==> src/rtl/mem_arb_pkg.sv <==
// Shared types for the fetch/data memory port arbiter: FSM states, grant
// identity and the request bundle presented to the memory.
package mem_arb_pkg;

  localparam int ARB_ADDR_W = 32;
  localparam int ARB_DATA_W = 32;

  typedef enum logic [1:0] {
    IDLE,
    IF_BUSY,
    DM_BUSY
  } arb_state_e;

  typedef enum logic {
    GNT_IF,
    GNT_DM
  } arb_gnt_e;

  typedef struct packed {
    logic [ARB_ADDR_W-1:0] addr;
    logic                  we;
    logic [ARB_DATA_W-1:0] wdata;
  } arb_req_t;

endpackage

==> src/rtl/arb_streak_counter.sv <==
// Saturating count of consecutive data grants that overtook a waiting fetch;
// sat tells the arbiter to let the fetch through next.
module arb_streak_counter #(
  parameter int MAX_STREAK = 4
) (
  input  logic clk,
  input  logic rst,
  input  logic inc,
  input  logic clr,
  output logic sat
);

  localparam int CW = $clog2(MAX_STREAK + 1);

  logic [CW-1:0] count_q, count_d;

  assign sat = (count_q == CW'(MAX_STREAK));

  always_comb begin
    count_d = count_q;
    if (clr) begin
      count_d = '0;
    end else if (inc && !sat) begin
      count_d = count_q + CW'(1);
    end
  end

  always_ff @(posedge clk) begin
    if (rst) begin
      count_q <= '0;
    end else begin
      count_q <= count_d;
    end
  end

endmodule

==> src/rtl/mem_port_arbiter.sv <==
// Shares one single-ported memory between instruction fetch and the data
// stage: one transaction at a time, data first unless fetch has starved.
module mem_port_arbiter
  import mem_arb_pkg::*;
#(
  parameter int ADDR_W     = 32,
  parameter int DATA_W     = 32,
  parameter int MAX_STREAK = 4
) (
  input  logic              clk,
  input  logic              rst,
  input  logic              if_req,
  input  logic [ADDR_W-1:0] if_addr,
  input  logic              if_kill,
  output logic [DATA_W-1:0] if_rdata,
  output logic              if_ready,
  input  logic              dm_req,
  input  logic              dm_we,
  input  logic [ADDR_W-1:0] dm_addr,
  input  logic [DATA_W-1:0] dm_wdata,
  output logic [DATA_W-1:0] dm_rdata,
  output logic              dm_ready,
  output logic              mem_req,
  output logic              mem_we,
  output logic [ADDR_W-1:0] mem_addr,
  output logic [DATA_W-1:0] mem_wdata,
  input  logic [DATA_W-1:0] mem_rdata,
  input  logic              mem_ack,
  output logic              stall_if,
  output logic              stall_dm
);

  arb_state_e        state_q;
  logic              memReq_q, memWe_q;
  logic [ADDR_W-1:0] memAddr_q;
  logic [DATA_W-1:0] memWdata_q, ifRdata_q, dmRdata_q;
  logic              ifReady_q, dmReady_q, killPending_q;

  logic     ifElig, dmElig, pickIf, gntIf, gntDm, streakSat;
  arb_gnt_e gnt;
  arb_req_t winReq;

  // A port that is pulsing ready this cycle cannot re-issue, which prevents double-issue.
  assign ifElig = if_req & ~ifReady_q & ~if_kill;
  assign dmElig = dm_req & ~dmReady_q;
  assign pickIf = ifElig & (~dmElig | streakSat);
  assign gntIf  = (state_q == IDLE) & pickIf;
  assign gntDm  = (state_q == IDLE) & dmElig & ~pickIf;

  always_comb begin
    gnt    = GNT_DM;
    winReq = '{addr: ARB_ADDR_W'(dm_addr), we: dm_we, wdata: ARB_DATA_W'(dm_wdata)};
    if (pickIf) begin
      gnt    = GNT_IF;
      winReq = '{addr: ARB_ADDR_W'(if_addr), we: 1'b0, wdata: '0};
    end
  end

  arb_streak_counter #(
    .MAX_STREAK(MAX_STREAK)
  ) u_streak (
    .clk(clk),
    .rst(rst),
    .inc(gntDm & ifElig),
    .clr(gntIf | (gntDm & ~ifElig)),
    .sat(streakSat)
  );

  always_ff @(posedge clk) begin
    if (rst) begin
      state_q       <= IDLE;
      memReq_q      <= 1'b0;
      memWe_q       <= 1'b0;
      memAddr_q     <= '0;
      memWdata_q    <= '0;
      ifRdata_q     <= '0;
      dmRdata_q     <= '0;
      ifReady_q     <= 1'b0;
      dmReady_q     <= 1'b0;
      killPending_q <= 1'b0;
    end else begin
      ifReady_q <= 1'b0;
      dmReady_q <= 1'b0;
      case (state_q)
        IDLE: begin
          if (gntIf || gntDm) begin
            state_q    <= (gnt == GNT_IF) ? IF_BUSY : DM_BUSY;
            memReq_q   <= 1'b1;
            memWe_q    <= winReq.we;
            memAddr_q  <= ADDR_W'(winReq.addr);
            memWdata_q <= DATA_W'(winReq.wdata);
          end
        end
        IF_BUSY: begin
          if (mem_ack) begin
            state_q       <= IDLE;
            memReq_q      <= 1'b0;
            killPending_q <= 1'b0;
            // A kill arriving with the ack still discards the fetch.
            if (!killPending_q && !if_kill) begin
              ifRdata_q <= mem_rdata;
              ifReady_q <= 1'b1;
            end
          end else if (if_kill) begin
            killPending_q <= 1'b1;
          end
        end
        DM_BUSY: begin
          if (mem_ack) begin
            state_q   <= IDLE;
            memReq_q  <= 1'b0;
            dmReady_q <= 1'b1;
            if (!memWe_q) begin
              dmRdata_q <= mem_rdata;
            end
          end
        end
        default: state_q <= IDLE;
      endcase
    end
  end

  assign mem_req   = memReq_q;
  assign mem_we    = memWe_q;
  assign mem_addr  = memAddr_q;
  assign mem_wdata = memWdata_q;
  assign if_rdata  = ifRdata_q;
  assign if_ready  = ifReady_q;
  assign dm_rdata  = dmRdata_q;
  assign dm_ready  = dmReady_q;
  assign stall_if  = if_req & ~ifReady_q;
  assign stall_dm  = dm_req & ~dmReady_q;

endmodule
==> config.mk <==
export PLATFORM = sky130hd
export DESIGN_NAME = mem_port_arbiter
export DESIGN_NICKNAME = d
export VERILOG_FILES = /design/src/rtl/mem_arb_pkg.sv /design/src/rtl/arb_streak_counter.sv /design/src/rtl/mem_port_arbiter.sv
export SDC_FILE = /design/constraint.sdc
export NUM_CORES = 1
export LEC_CHECK = 0
export CELL_PAD_IN_SITES_DETAIL_PLACEMENT = 1
export CELL_PAD_IN_SITES_GLOBAL_PLACEMENT = 1
export CORE_MARGIN = 5
export CORE_UTILIZATION = 29
export DETAILED_ROUTE_END_ITERATION = 8
export HOLD_SLACK_MARGIN = 0.05
export PLACE_DENSITY_LB_ADDON = 0.1
export SYNTH_ARGS = -nofsm -noshare
export SYNTH_HDL_FRONTEND = slang
export SYNTH_SLANG_ARGS = --single-unit
==> constraint.sdc <==
create_clock -name clk -period 4.2 [get_ports clk]
set_clock_uncertainty 0.05 [all_clocks]
set_input_delay 1.05 -clock clk [delete_from_list [all_inputs] [get_ports clk]]
set_output_delay 1.05 -clock clk [all_outputs]
set_load 0.02 [all_outputs]
Word level (Yosys, flattened, before mapping) --
Index checks and enable logic that the tools add are counted. W data, S select, Z words.
Operators by class: add/subtract/negate cells 1, eq/ne operators 5, reductions and logical operators 19, bitwise gates (word level) 21, muxes and demuxes 12
Operators with widths (count):
- $mux W65 | 1
- $not A1 Y1 | 10
- $and A1 B1 Y1 | 9
- $reduce_and A3 Y1 | 3
- $mux W1 | 6
- $mux W2 | 3
- $reduce_and A2 Y1 | 3
- $reduce_or A2 Y1 | 3
- $ne A2 B1 Y1 const B | 2
- $pmux W2 S2 | 1
- $reduce_bool A2 Y1 | 2
- $add A3 B1 Y3 const B | 1
- $eq A3 B3 Y1 const B | 1
- $logic_not A1 Y1 | 3
- $reduce_or A3 Y1 | 1
- $eq A2 B1 Y1 const B | 1
- $eq A2 B2 Y1 const B | 1
- $logic_and A1 B1 Y1 | 2
- $logic_not A2 Y1 | 1
- $or A1 B1 Y1 | 2
- $pmux W1 S2 | 1
- $logic_or A1 B1 Y1 | 1
Word-level totals: bits in registers 138, logic and storage cells 69, output and inout bits 134

Depth between registers and ports, before layout --
Gate-level depths: netlist of run 1.
word-level depth 10, depth in mapped cells 8, depth with buffers taken out 6

Hierarchy --
Synthesis of run 1 repeated with hierarchy kept, for this count alone.
Second synthesis, totals: cell total of the unflattened synthesis 631, area, all modules 5253.8 um2
Modules (own cells, without submodules):
- mem_port_arbiter | cells each 613, sequential area each 2702.6 um2, area an instance 5066.1 um2, instances 1
- arb_streak_counter | cells each 18, sequential area each 60.1 um2, area an instance 187.7 um2, instances 1

Least setup slack after synthesis of run 1 --
No wires, ideal clock.
path type input-to-output, start input if_req, end output stall_if, path buffers 0, stages on the path 1, path slack 1.723 ns, data arrival time 1.377 ns, cell sequence nor2b_1
On the way: cells in the longest elaborated chain, start to end 1
Ends and longest elaborated chain:
- start: declaration | line mem_port_arbiter.sv:12 | input logic if_req,
- $and A1 B1 Y1 | line mem_port_arbiter.sv:131 | assign stall_if = if_req & ~ifReady_q;
- end: declaration | line mem_port_arbiter.sv:29 | output logic stall_if,
Every way passes these cells.

Worst setup path in the final report of run 1 --
start input dm_req, end output stall_dm
On the way: cells in the longest elaborated chain, start to end 1
Ends and longest elaborated chain:
- start: declaration | line mem_port_arbiter.sv:17 | input logic dm_req,
- $and A1 B1 Y1 | line mem_port_arbiter.sv:132 | assign stall_dm = dm_req & ~dmReady_q;
- end: declaration | line mem_port_arbiter.sv:30 | output logic stall_dm
Every way passes these cells.

==> results of run 1 <==
-- layer usage --
layer	track usage, %	share of wire [%]	up-vias	wire, um
li1	-	-	2611	-
met5	0	0	-	0
met1	21.2	39	2588	7640
met4	5.65	1.5	0	288
met2	33.0	52	182	10200
met3	6.60	8.1	21	1600
-- synthesized netlist by cell type (2+ instances only) --
| library cell | count |
|---|---|
| a21oi_1 | 100 |
| nand2_1 | 168 |
| inv_1 | 5 |
| a211oi_1 | 33 |
| o21ai_0 | 3 |
| buf_1 | 3 |
| nand2b_1 | 3 |
| clkbuf_1 | 35 |
| nor2b_1 | 2 |
| buf_2 | 7 |
| buf_4 | 3 |
| nor2_1 | 69 |
| nor3_1 | 2 |
| dfxtp_1 | 138 |
| a22oi_1 | 33 |
| ha_1 | 5 |
-- metrics by stage --
| stage | util (%) | power [uW] |
|---|---|---|
| global route | 49.6 | 3800 |
| floorplan | - | 1770 |
| CTS | 49.6 | 3680 |
| global placement | 46.2 | 2120 |
| finish | 49.6 | 3640 |
| detailed placement | 46.2 | 2140 |
-- state kept, by name, indices dropped and copies added, names as in the netlist --
name and count:
dm_ready 1, mem_we 1, mem_req 1, killPending_q 1
mem_addr 32, state_q 2, if_ready 1, u_streak.count_q 3
dm_rdata 32, if_rdata 32, mem_wdata 32
-- power groups by stage --
stage	combinational [uW]	sequential, uW	clock [uW]
4_1_cts	686	1440	1560
5_1_grt	730	1440	1620
3_5_place_dp	682	1460	0
3_3_place_gp	665	1460	0
6_report	676	1430	1530
2_1_floorplan	222	1550	0
-- worst max-delay path: cells and delay by family --
family	cells	cell delay [ns]
simple gates	1	0.09
buf+inv	3	1.38
-- layout make-up --
cell class / instances / area (um^2) / area share [%]
Sequential cell: 138 / 2760 / 32.1
Clock inverter: 13 / 170 / 1.98
Multi-Input combinational cell: 436 / 2190 / 25.4
Tap cell: 225 / 282 / 3.27
Timing Repair Buffer: 277 / 2760 / 32.1
Inverter: 5 / 18.8 / 0.218
Clock buffer: 18 / 429 / 4.98
-- cell families (layout without fill, tap and decap cells) --
logic type | after synthesis | count (layout)
buf+inv | 53 | 313
compound gates | 176 | 176
xor+xnor | 1 | 1
flops | 138 | 138
simple gates | 253 | 253
mux | 1 | 1
fa+ha+maj | 5 | 5
-- cell usage in the layout (no fill, tap or decap), types with 2 or more instances in the layout --
cell / count
clkbuf_16: 17
clkinvlp_4: 3
a22oi_1: 33
nor2b_1: 2
buf_4: 9
dfxtp_1: 138
a211oi_1: 33
ha_1: 5
bufinv_16: 3
inv_6: 3
nand2b_1: 3
nor2_1: 68
nand2_1: 168
inv_1: 5
a21oi_1: 100
o21ai_0: 3
clkdlybuf4s50_1: 267
clkinv_4: 3
-- how the worst max path moves through the flow --
stage | start | depth (start not counted) | endpoint | slack (ns)
finish | dm_req | 4 | stall_dm | 0.58
detailed placement | dm_req | 4 | stall_dm | 0.58
floorplan | if_req | 1 | stall_if | 1.72
CTS | dm_req | 4 | stall_dm | 0.58
global route | dm_req | 4 | stall_dm | 0.52
global placement | dm_req | 4 | stall_dm | 0.57
==> impl_metrics.csv, run 1 <==
group,metric,value,unit
status,status,"completed",
synth,yosys.area_share.simple,19.5,%
cells_and_area,final_cells,1112,
cells_and_area,drive_gt1_share,5.41,%
floorplanning,placeableCoreArea,0.0174,mm^2
placed_design,place_ws,0.578,ns
synth,syn_nets,767,
synth,synth_edf_count,0,
clocking,numCtsBuffers,17,
clocking,cts_buffer_depth,2,
pwr,combinationalPowerShare,18.6,%
hold_path,hold-path-endpoint,"dm_rdata[6]",
synth,yosysSeqAreaShare,53.8,%
floorplanning,die_y,143,um
clocking,clk_pin_slew,0.06,ns
placed_design,place_area,0.00801,mm^2
detailed_routing,wl_per_cell,17.7,um
synth,synth_compound_area_share,20.9,%
timing,tightestPinTransition,0.945,ns
pwr,p_seq_share,39.4,%
clocking,cts.sinks,138,
global_routing,grt-ovfl-total,0,
synth,synth_cell_types,34,
floorplanning,die_w,143,um
timing,hold_violations,0,
synth,synth_top_area_share,53.8,%
clocking,cts_root_buf,"clkbuf_16",
setup_path,r2r_end,"mem_addr[7]",
floorplanning,num_rows,48,
global_routing,antenna_found_initial,0,
detailed_routing,vias,5402,
synth,yosysWarnings,0,
synth,postSynthCellCount,627,
clocking,cts_resized,0,
pwr,pwr-share-clk,42.0,%
pwr,p_sw_share,27.0,%
timing,finalSetupTns,0,ns
setup_path,cp_cell_sequence,"clkdlybuf4s50_1 > nand2b_1 > inv_1 > clkdlybuf4s50_1",
timing,period_needed,3.62,ns
pwr,p_sw,984,uW
synth,synth_top_family_by_area,"compound AO/OA/AOI/OAI gates",
detailed_routing,drt-pass1-iter-count,4,
cells_and_area,fill_cells,1966,
synth,yosys.area.top_type,"dfxtp_1",
synth,synth_area_leaders,"dfxtp_1 (54%), nand2_1 (12%), a21oi_1 (9.7%)",
clocking,holdBufCountCts,0,
timing,drv_slew,0,
timing,setup_viol,0,
pwr,powerDensity,423,mW/mm^2
synth,synthAdderAreaFrac,1.22,%
synth,muxShareOfSynthArea,0.219,%
detailed_routing,vias_per_cell,4.86,
setup_path,cp-start-kind,"input pin",
timing,max_clock_freq,277,MHz
setup_path,r2r_slack,1.83,ns
synth,synth_area,0.00514,mm^2
hold_path,hold_depth,2,
setup_path,worstPathArrival,2.52,ns
hold_path,hold_path_class,"reg2reg",
clocking,cts_tree,"built",
synth,synthArstFlopShare,0,%
timing,holdWs,0.404,ns
global_routing,grt_max_degree,79,
detailed_routing,drt-total-wl,19700,um
setup_path,reg2reg_from,"dm_ready",
timing,final.setup.worst_slack,0.584,ns
cells_and_area,n_antenna_cell,0,
synth,avgSynthCellArea,8.19,um^2
clocking,cts_setup_buffers,0,
floorplanning,dieArea,0.0205,mm^2
setup_path,ff2ff_path_depth,6,
setup_path,crit_slowest_cell,"clkdlybuf4s50_1",
hold_path,hold_start,"dm_rdata[6]",
detailed_routing,drc,0,
clocking,htree_levels,4,
setup_path,cpMostUsedCell,"clkdlybuf4s50_1",
setup_path,path_max_fanout,5,
flow_run,maxCapViolations,0,
clocking,clk_latency,0.41,ns
synth,synthXorXnorAreaFrac,0.170,%
placed_design,gp_congestion,0.757,
global_routing,grt_pass1_wl,30300,um
cells_and_area,num-nets-final,1015,
setup_path,critical_path_class,"in2out",
placed_design,dp_hpwl,14200,um
pwr,leakagePower,0.00313,uW
pwr,intPower,2650,uW
setup_path,end_kind,"output pin",
cells_and_area,syn_to_final_growth,67.6,%
timing,slew_headroom,37.0,%
synth,synth_ff_type,"dfxtp_1",
synth,synth-seq-cells,138,
detailed_routing,postRouteAntennaNets,0,
setup_path,worstPathRequired,3.10,ns
floorplanning,ios,269,
pwr,ir_worst_vdd,0.254,mV
cells_and_area,design_area,0.00861,mm^2
placed_design,post-place-cells,1081,
global_routing,grt_pass1_vias,5701,
timing,fin_crit_sh,86.1,%
timing,rsz0062_at_grt,"false",
floorplanning,start_util,29.6,%
setup_path,cpPeakStageDelay,0.69,ns
detailed_routing,dr.first_iter.drc_count,215,
global_routing,gr-usage-all-layers,18.7,%
placed_design,portBuffers,268,
Power figures use the tool's default switching activity.
==> run 2: changes to the inputs <==
--- a/config.mk
+++ b/config.mk
@@ -8,10 +8,12 @@
 export CELL_PAD_IN_SITES_DETAIL_PLACEMENT = 1
 export CELL_PAD_IN_SITES_GLOBAL_PLACEMENT = 1
 export CORE_MARGIN = 5
-export CORE_UTILIZATION = 29
+export CORE_UTILIZATION = 46
 export DETAILED_ROUTE_END_ITERATION = 8
+export DONT_BUFFER_PORTS = 1
 export HOLD_SLACK_MARGIN = 0.05
 export PLACE_DENSITY_LB_ADDON = 0.1
+export SLEW_MARGIN = 20
 export SYNTH_ARGS = -nofsm -noshare
 export SYNTH_HDL_FRONTEND = slang
 export SYNTH_SLANG_ARGS = --single-unit
==> run 2 against run 1 <==
  * Non-clock buffer count fell by 270
  * Fmax up 39%
  * Total power fell by 11%
  * Critical endpoint unchanged
  * Sequential power increased by 8%
  * Highest routed layer unchanged
==> impl_metrics.csv, run 2 (same netlist as run 1, synthesis figures left out) <==
group,metric,value,unit
status,status,"completed",
setup_path,cp-start-kind,"register",
global_routing,grt_pass1_vias,4635,
detailed_routing,postRouteAntennaNets,0,
pwr,leakagePower,0.00212,uW
global_routing,grt-ovfl-total,0,
cells_and_area,multi_input_area,0.00218,mm^2
cells_and_area,regArea,0.00276,mm^2
pwr,p_total,3240,uW
timing,finalSetupTns,0,ns
detailed_routing,drt-met1-wl,5500,um
cells_and_area,drive_gt1_share,7.61,%
timing,setup_viol,0,
placed_design,portBuffers,0,
timing,period_needed,2.60,ns
setup_path,worstPathRequired,3.10,ns
cells_and_area,final_cell_mix,"nand2_1 (168), dfxtp_1 (138), a21oi_1 (100), nor2_1 (68)",
hold_path,hold_path_class,"reg2reg",
setup_path,path_buf_inv,1,
cells_and_area,final_common_cell,"nand2_1",
timing,holdWs,0.461,ns
clocking,holdBufCountCts,0,
detailed_routing,dr.first_iter.drc_count,288,
cells_and_area,num-nets-final,745,
detailed_routing,vias_per_cell,5.72,
clocking,cts_setup_buffers,0,
setup_path,crit_slowest_cell,"dfxtp_1",
timing,tightestPinTransition,1.02,ns
timing,slew_headroom,31.8,%
cells_and_area,utilization,53.0,%
setup_path,path_max_fanout,5,
clocking,cts_root_buf,"clkbuf_8",
setup_path,worstPathArrival,1.50,ns
floorplanning,ios,269,
clocking,cts_resized,0,
timing,rsz0062_at_grt,"false",
clocking,clk_pin_slew,0.06,ns
setup_path,cp_top_family,"flip-flops",
detailed_routing,drt-pass1-iter-count,4,
floorplanning,num_rows,38,
cells_and_area,fill_cells,1317,
floorplanning,dieArea,0.0134,mm^2
global_routing,grt_pass1_wl,23900,um
detailed_routing,dr_wl_met2,8110,um
timing,fin_crit_sh,62.0,%
clocking,cts_tree,"built",
timing,hold_violations,0,
detailed_routing,wl_per_cell,21.0,um
pwr,ir_worst_vdd,0.271,mV
detailed_routing,wl_met3,1890,um
clocking,cts_buffer_depth,2,
floorplanning,die_y,116,um
clocking,cts.sinks,138,
cells_and_area,n_antenna_cell,0,
placed_design,dp_hpwl,11200,um
setup_path,end_kind,"output pin",
timing,drv_slew,0,
placed_design,gp_congestion,0.767,
floorplanning,die_w,116,um
pwr,powerDensity,562,mW/mm^2
setup_path,cpPeakStageDelay,0.41,ns
floorplanning,start_util,47.2,%
cells_and_area,syn_to_final_growth,12.3,%
global_routing,gr-usage-all-layers,23.0,%
clocking,numCtsBuffers,17,
detailed_routing,vias,4338,
clocking,clk_latency,0.52,ns
floorplanning,placeableCoreArea,0.0109,mm^2
detailed_routing,drt-total-wl,15900,um
global_routing,antenna_found_initial,0,
detailed_routing,top_layer,"met4",
flow_run,maxCapViolations,0,
setup_path,cp_cell_sequence,"nand2b_1 > inv_1",
setup_path,critical_path_class,"reg2out",
global_routing,grt_max_degree,140,
clocking,htree_levels,4,
timing,max_clock_freq,384,MHz
detailed_routing,drc,0,
-- run 2: cell count changes in the layout (fill, tap and decap cells not counted) --
cell	delta
clkinv_2	+4
clkbuf_1	-1
inv_6	-3
clkinv_4	-3
bufinv_16	-1
a31oi_4	-1
clkdlybuf4s50_1	-267
clkinvlp_4	+2
clkbuf_16	-1
buf_4	-2
a31oi_2	+1
clkbuf_8	+4
buf_12	-1
-- run 2: path summary, 6_finish.rpt --
check | slack, ns | startpoint | cells past startpoint | end
worst max register to register | 1.66 | dm_ready | 6 | mem_addr[14]
worst max-delay path | 1.60 | dm_ready | 2 | stall_dm
worst min register to register | 0.46 | state_q[0] | 2 | state_q[0]
worst min-delay path | 0.46 | state_q[0] | 2 | state_q[0]
-- run 2: area by class of cell --
type / instances / share of cell area, %
clock buffer: 20 / 7.90
clock inverter: 12 / 2.13
inverter: 5 / 0.325
multi-input combinational: 436 / 37.8
sequential: 138 / 47.9
tap: 140 / 3.04
timing repair buffer: 7 / 0.911
-- run 2: layer usage --
layer	up-vias	track usage (%)
li1	2070	-
met1	2051	23.0
met2	186	40.8
met3	31	11.6
met4	0	8.97
met5	-	0
-- run 2: tightest hold or removal path: stages (launching register included) --
cell and delay, ns:
dfxtp_1 0.33, o21ai_0 0.07, a21oi_1 0.06
-- run 2: stage by stage --
step	instances	setup slack, ns	cell area [um^2]
6_report	758	1.60	5770
5_1_grt	758	1.51	5770
4_1_cts	758	1.56	5770
3_5_place_dp	726	1.26	5190
3_3_place_gp	726	1.38	5190
2_1_floorplan	627	1.72	5140
-- run 2: power by group --
group	total [uW]	leakage [uW]	switching (uW)	internal (uW)
sequential	1550	0.00113	157	1390
combinational	256	0.000714	161	95.4
clock	1440	0.000274	553	885
total	3240	0.00212	871	2370
==> run 3: changes to the inputs <==
--- a/config.mk
+++ b/config.mk
@@ -8,7 +8,7 @@
 export CELL_PAD_IN_SITES_DETAIL_PLACEMENT = 1
 export CELL_PAD_IN_SITES_GLOBAL_PLACEMENT = 1
 export CORE_MARGIN = 5
-export CORE_UTILIZATION = 46
+export CORE_UTILIZATION = 43
 export DETAILED_ROUTE_END_ITERATION = 8
 export DONT_BUFFER_PORTS = 1
 export HOLD_SLACK_MARGIN = 0.05
==> constraint.sdc (replaced) <==
create_clock -name clk -period 2.6 [get_ports clk]
set_clock_uncertainty 0.05 [all_clocks]
set_input_delay 0.65 -clock clk [delete_from_list [all_inputs] [get_ports clk]]
set_output_delay 0.65 -clock clk [all_outputs]
set_load 0.02 [all_outputs]
==> run 3 against run 2 <==
  * Worst hold slack worse by 0.20 ns
  * Count of clock-buffer cells in the layout is 3 higher
  * Cell count is 1.5% higher
  * Cell area is 2.1% higher
  * Sequential share of layout area is 0.97 points lower
  * Via count is 0.23% higher
  * Critical path type is now reg2reg
==> impl_metrics.csv, run 3 (same netlist as run 1, synthesis figures left out) <==
group,metric,value,unit
detailed_routing,vias,4348,
placed_design,place_ws,0.496,ns
clocking,holdBufCountCts,0,
flow_run,maxCapViolations,0,
detailed_routing,postRouteAntennaNets,0,
global_routing,grt_pass1_wl,24600,um
setup_path,cp_top_family,"simple AND/OR/NAND/NOR gates",
detailed_routing,drt-total-wl,15700,um
setup_path,critical_path_class,"reg2reg",
pwr,pwr-share-clk,46.3,%
pwr,powerDensity,925,mW/mm^2
placed_design,dp_hpwl,10900,um
floorplanning,placeableCoreArea,0.0119,mm^2
setup_path,path_max_fanout,23,
setup_path,cp-start-kind,"register",
setup_path,end_kind,"register",
clocking,cts_root_buf,"clkbuf_16",
setup_path,cp_cell_sequence,"inv_1 > ha_1 > nand4bb_1 > nand2_1 > buf_12 > nor2_1 > a211oi_1",
pwr,leakagePower,0.00217,uW
detailed_routing,drt-pass1-iter-count,4,
floorplanning,die_y,119,um
timing,drv_slew,0,
setup_path,cpPeakStageDelay,0.43,ns
timing,setup_viol,0,
global_routing,grt_max_degree,140,
setup_path,worstPathArrival,2.34,ns
setup_path,crit_slowest_cell,"nand2_1",
timing,period_needed,2.06,ns
cells_and_area,num-nets-final,749,
pwr,p_sw_share,25.5,%
pwr,p_total,5440,uW
global_routing,antenna_found_initial,0,
detailed_routing,dr.first_iter.drc_count,270,
cells_and_area,final_cell_mix,"nand2_1 (168), dfxtp_1 (138), a21oi_1 (100), nor2_1 (68)",
floorplanning,die_w,119,um
pwr,p_sw,1390,uW
placed_design,portBuffers,0,
detailed_routing,wl_per_cell,20.4,um
pwr,combinationalPowerShare,7.8,%
floorplanning,ios,269,
timing,finalSetupTns,0,ns
clocking,cts_tree,"built",
timing,rsz0062_at_grt,"false",
pwr,ir_worst_vdd,0.383,mV
clocking,cts.sinks,138,
detailed_routing,vias_per_cell,5.65,
floorplanning,start_util,43.3,%
setup_path,path_buf_inv,2,
timing,holdWs,0.257,ns
clocking,clk_pin_slew,0.06,ns
timing,hold_violations,0,
setup_path,worstPathRequired,2.87,ns
detailed_routing,drc,0,
pwr,intPower,4050,uW
clocking,cts_resized,0,
timing,slew_headroom,57.3,%
timing,max_clock_freq,485,MHz
placed_design,gp_congestion,0.735,
floorplanning,num_rows,40,
clocking,clk_latency,0.41,ns
timing,final.setup.worst_slack,0.536,ns
status,status,"completed",
hold_path,hold_path_class,"in2reg",
timing,tightestPinTransition,0.641,ns
global_routing,gr-usage-all-layers,21.8,%
cells_and_area,n_antenna_cell,0,
cells_and_area,syn_to_final_growth,14.6,%
global_routing,grt_pass1_vias,4586,
floorplanning,dieArea,0.0142,mm^2
clocking,numCtsBuffers,17,
clocking,cts_setup_buffers,0,
global_routing,grt-ovfl-total,0,
cells_and_area,drive_gt1_share,8.04,%
cells_and_area,final_common_cell,"nand2_1",
pwr,p_seq_share,45.8,%
clocking,cts_buffer_depth,2,
clocking,htree_levels,4,
timing,fin_crit_sh,79.4,%
## run 3: cell types whose count changed in the layout (fill, tap and decap cells not counted), sizes merged
cell      before  now
inv            5    6
clkinv         5    2
buf            7   11
bufinv         2    3
clkbuf        20   23
clkinvlp       5    3
## run 3: metrics by stage
stage               cell area (um^2)  cells  utilization, %
global placement                5250    737            44.3
CTS                             5890    769            49.6
global route                    5890    769            49.6
finish                          5890    769            49.6
floorplan                       5140    627               -
detailed placement              5250    737            44.3
## run 3: power groups by stage
| stage | clock, uW | sequential [uW] | combinational (uW) |
|---|---|---|---|
| 3_3_place_gp | 0 | 2540 | 406 |
| 2_1_floorplan | 0 | 2500 | 358 |
| 6_report | 2520 | 2500 | 426 |
| 5_1_grt | 2680 | 2510 | 487 |
| 3_5_place_dp | 0 | 2540 | 429 |
| 4_1_cts | 2580 | 2500 | 432 |
## run 3: layout make-up
type	count	area [um^2]
fillers	1413	5970
clock inverters	9	135
flip-flops and latches	138	2760
repair buffers	11	108
multi-input cells	436	2180
inverters	5	18.8
clock buffers	23	498
well taps	147	184
## run 3: per-layer routing
metal	wire length, um	vias up	track usage (%)
li1	-	2080	-
met1	5750	2061	23.0
met2	7700	172	36.1
met3	1750	35	10.6
met4	515	0	11.3
met5	0	-	0
## run 3: path summary, 6_finish.rpt
check	startpoint	endpoint	slack [ns]	cells past startpoint
max reg2reg	state_q[0]	mem_addr[23]	0.54	7
min reg2reg	state_q[0]	state_q[0]	0.45	2
max	state_q[0]	mem_addr[23]	0.54	7
min	rst	mem_addr[7]	0.26	1
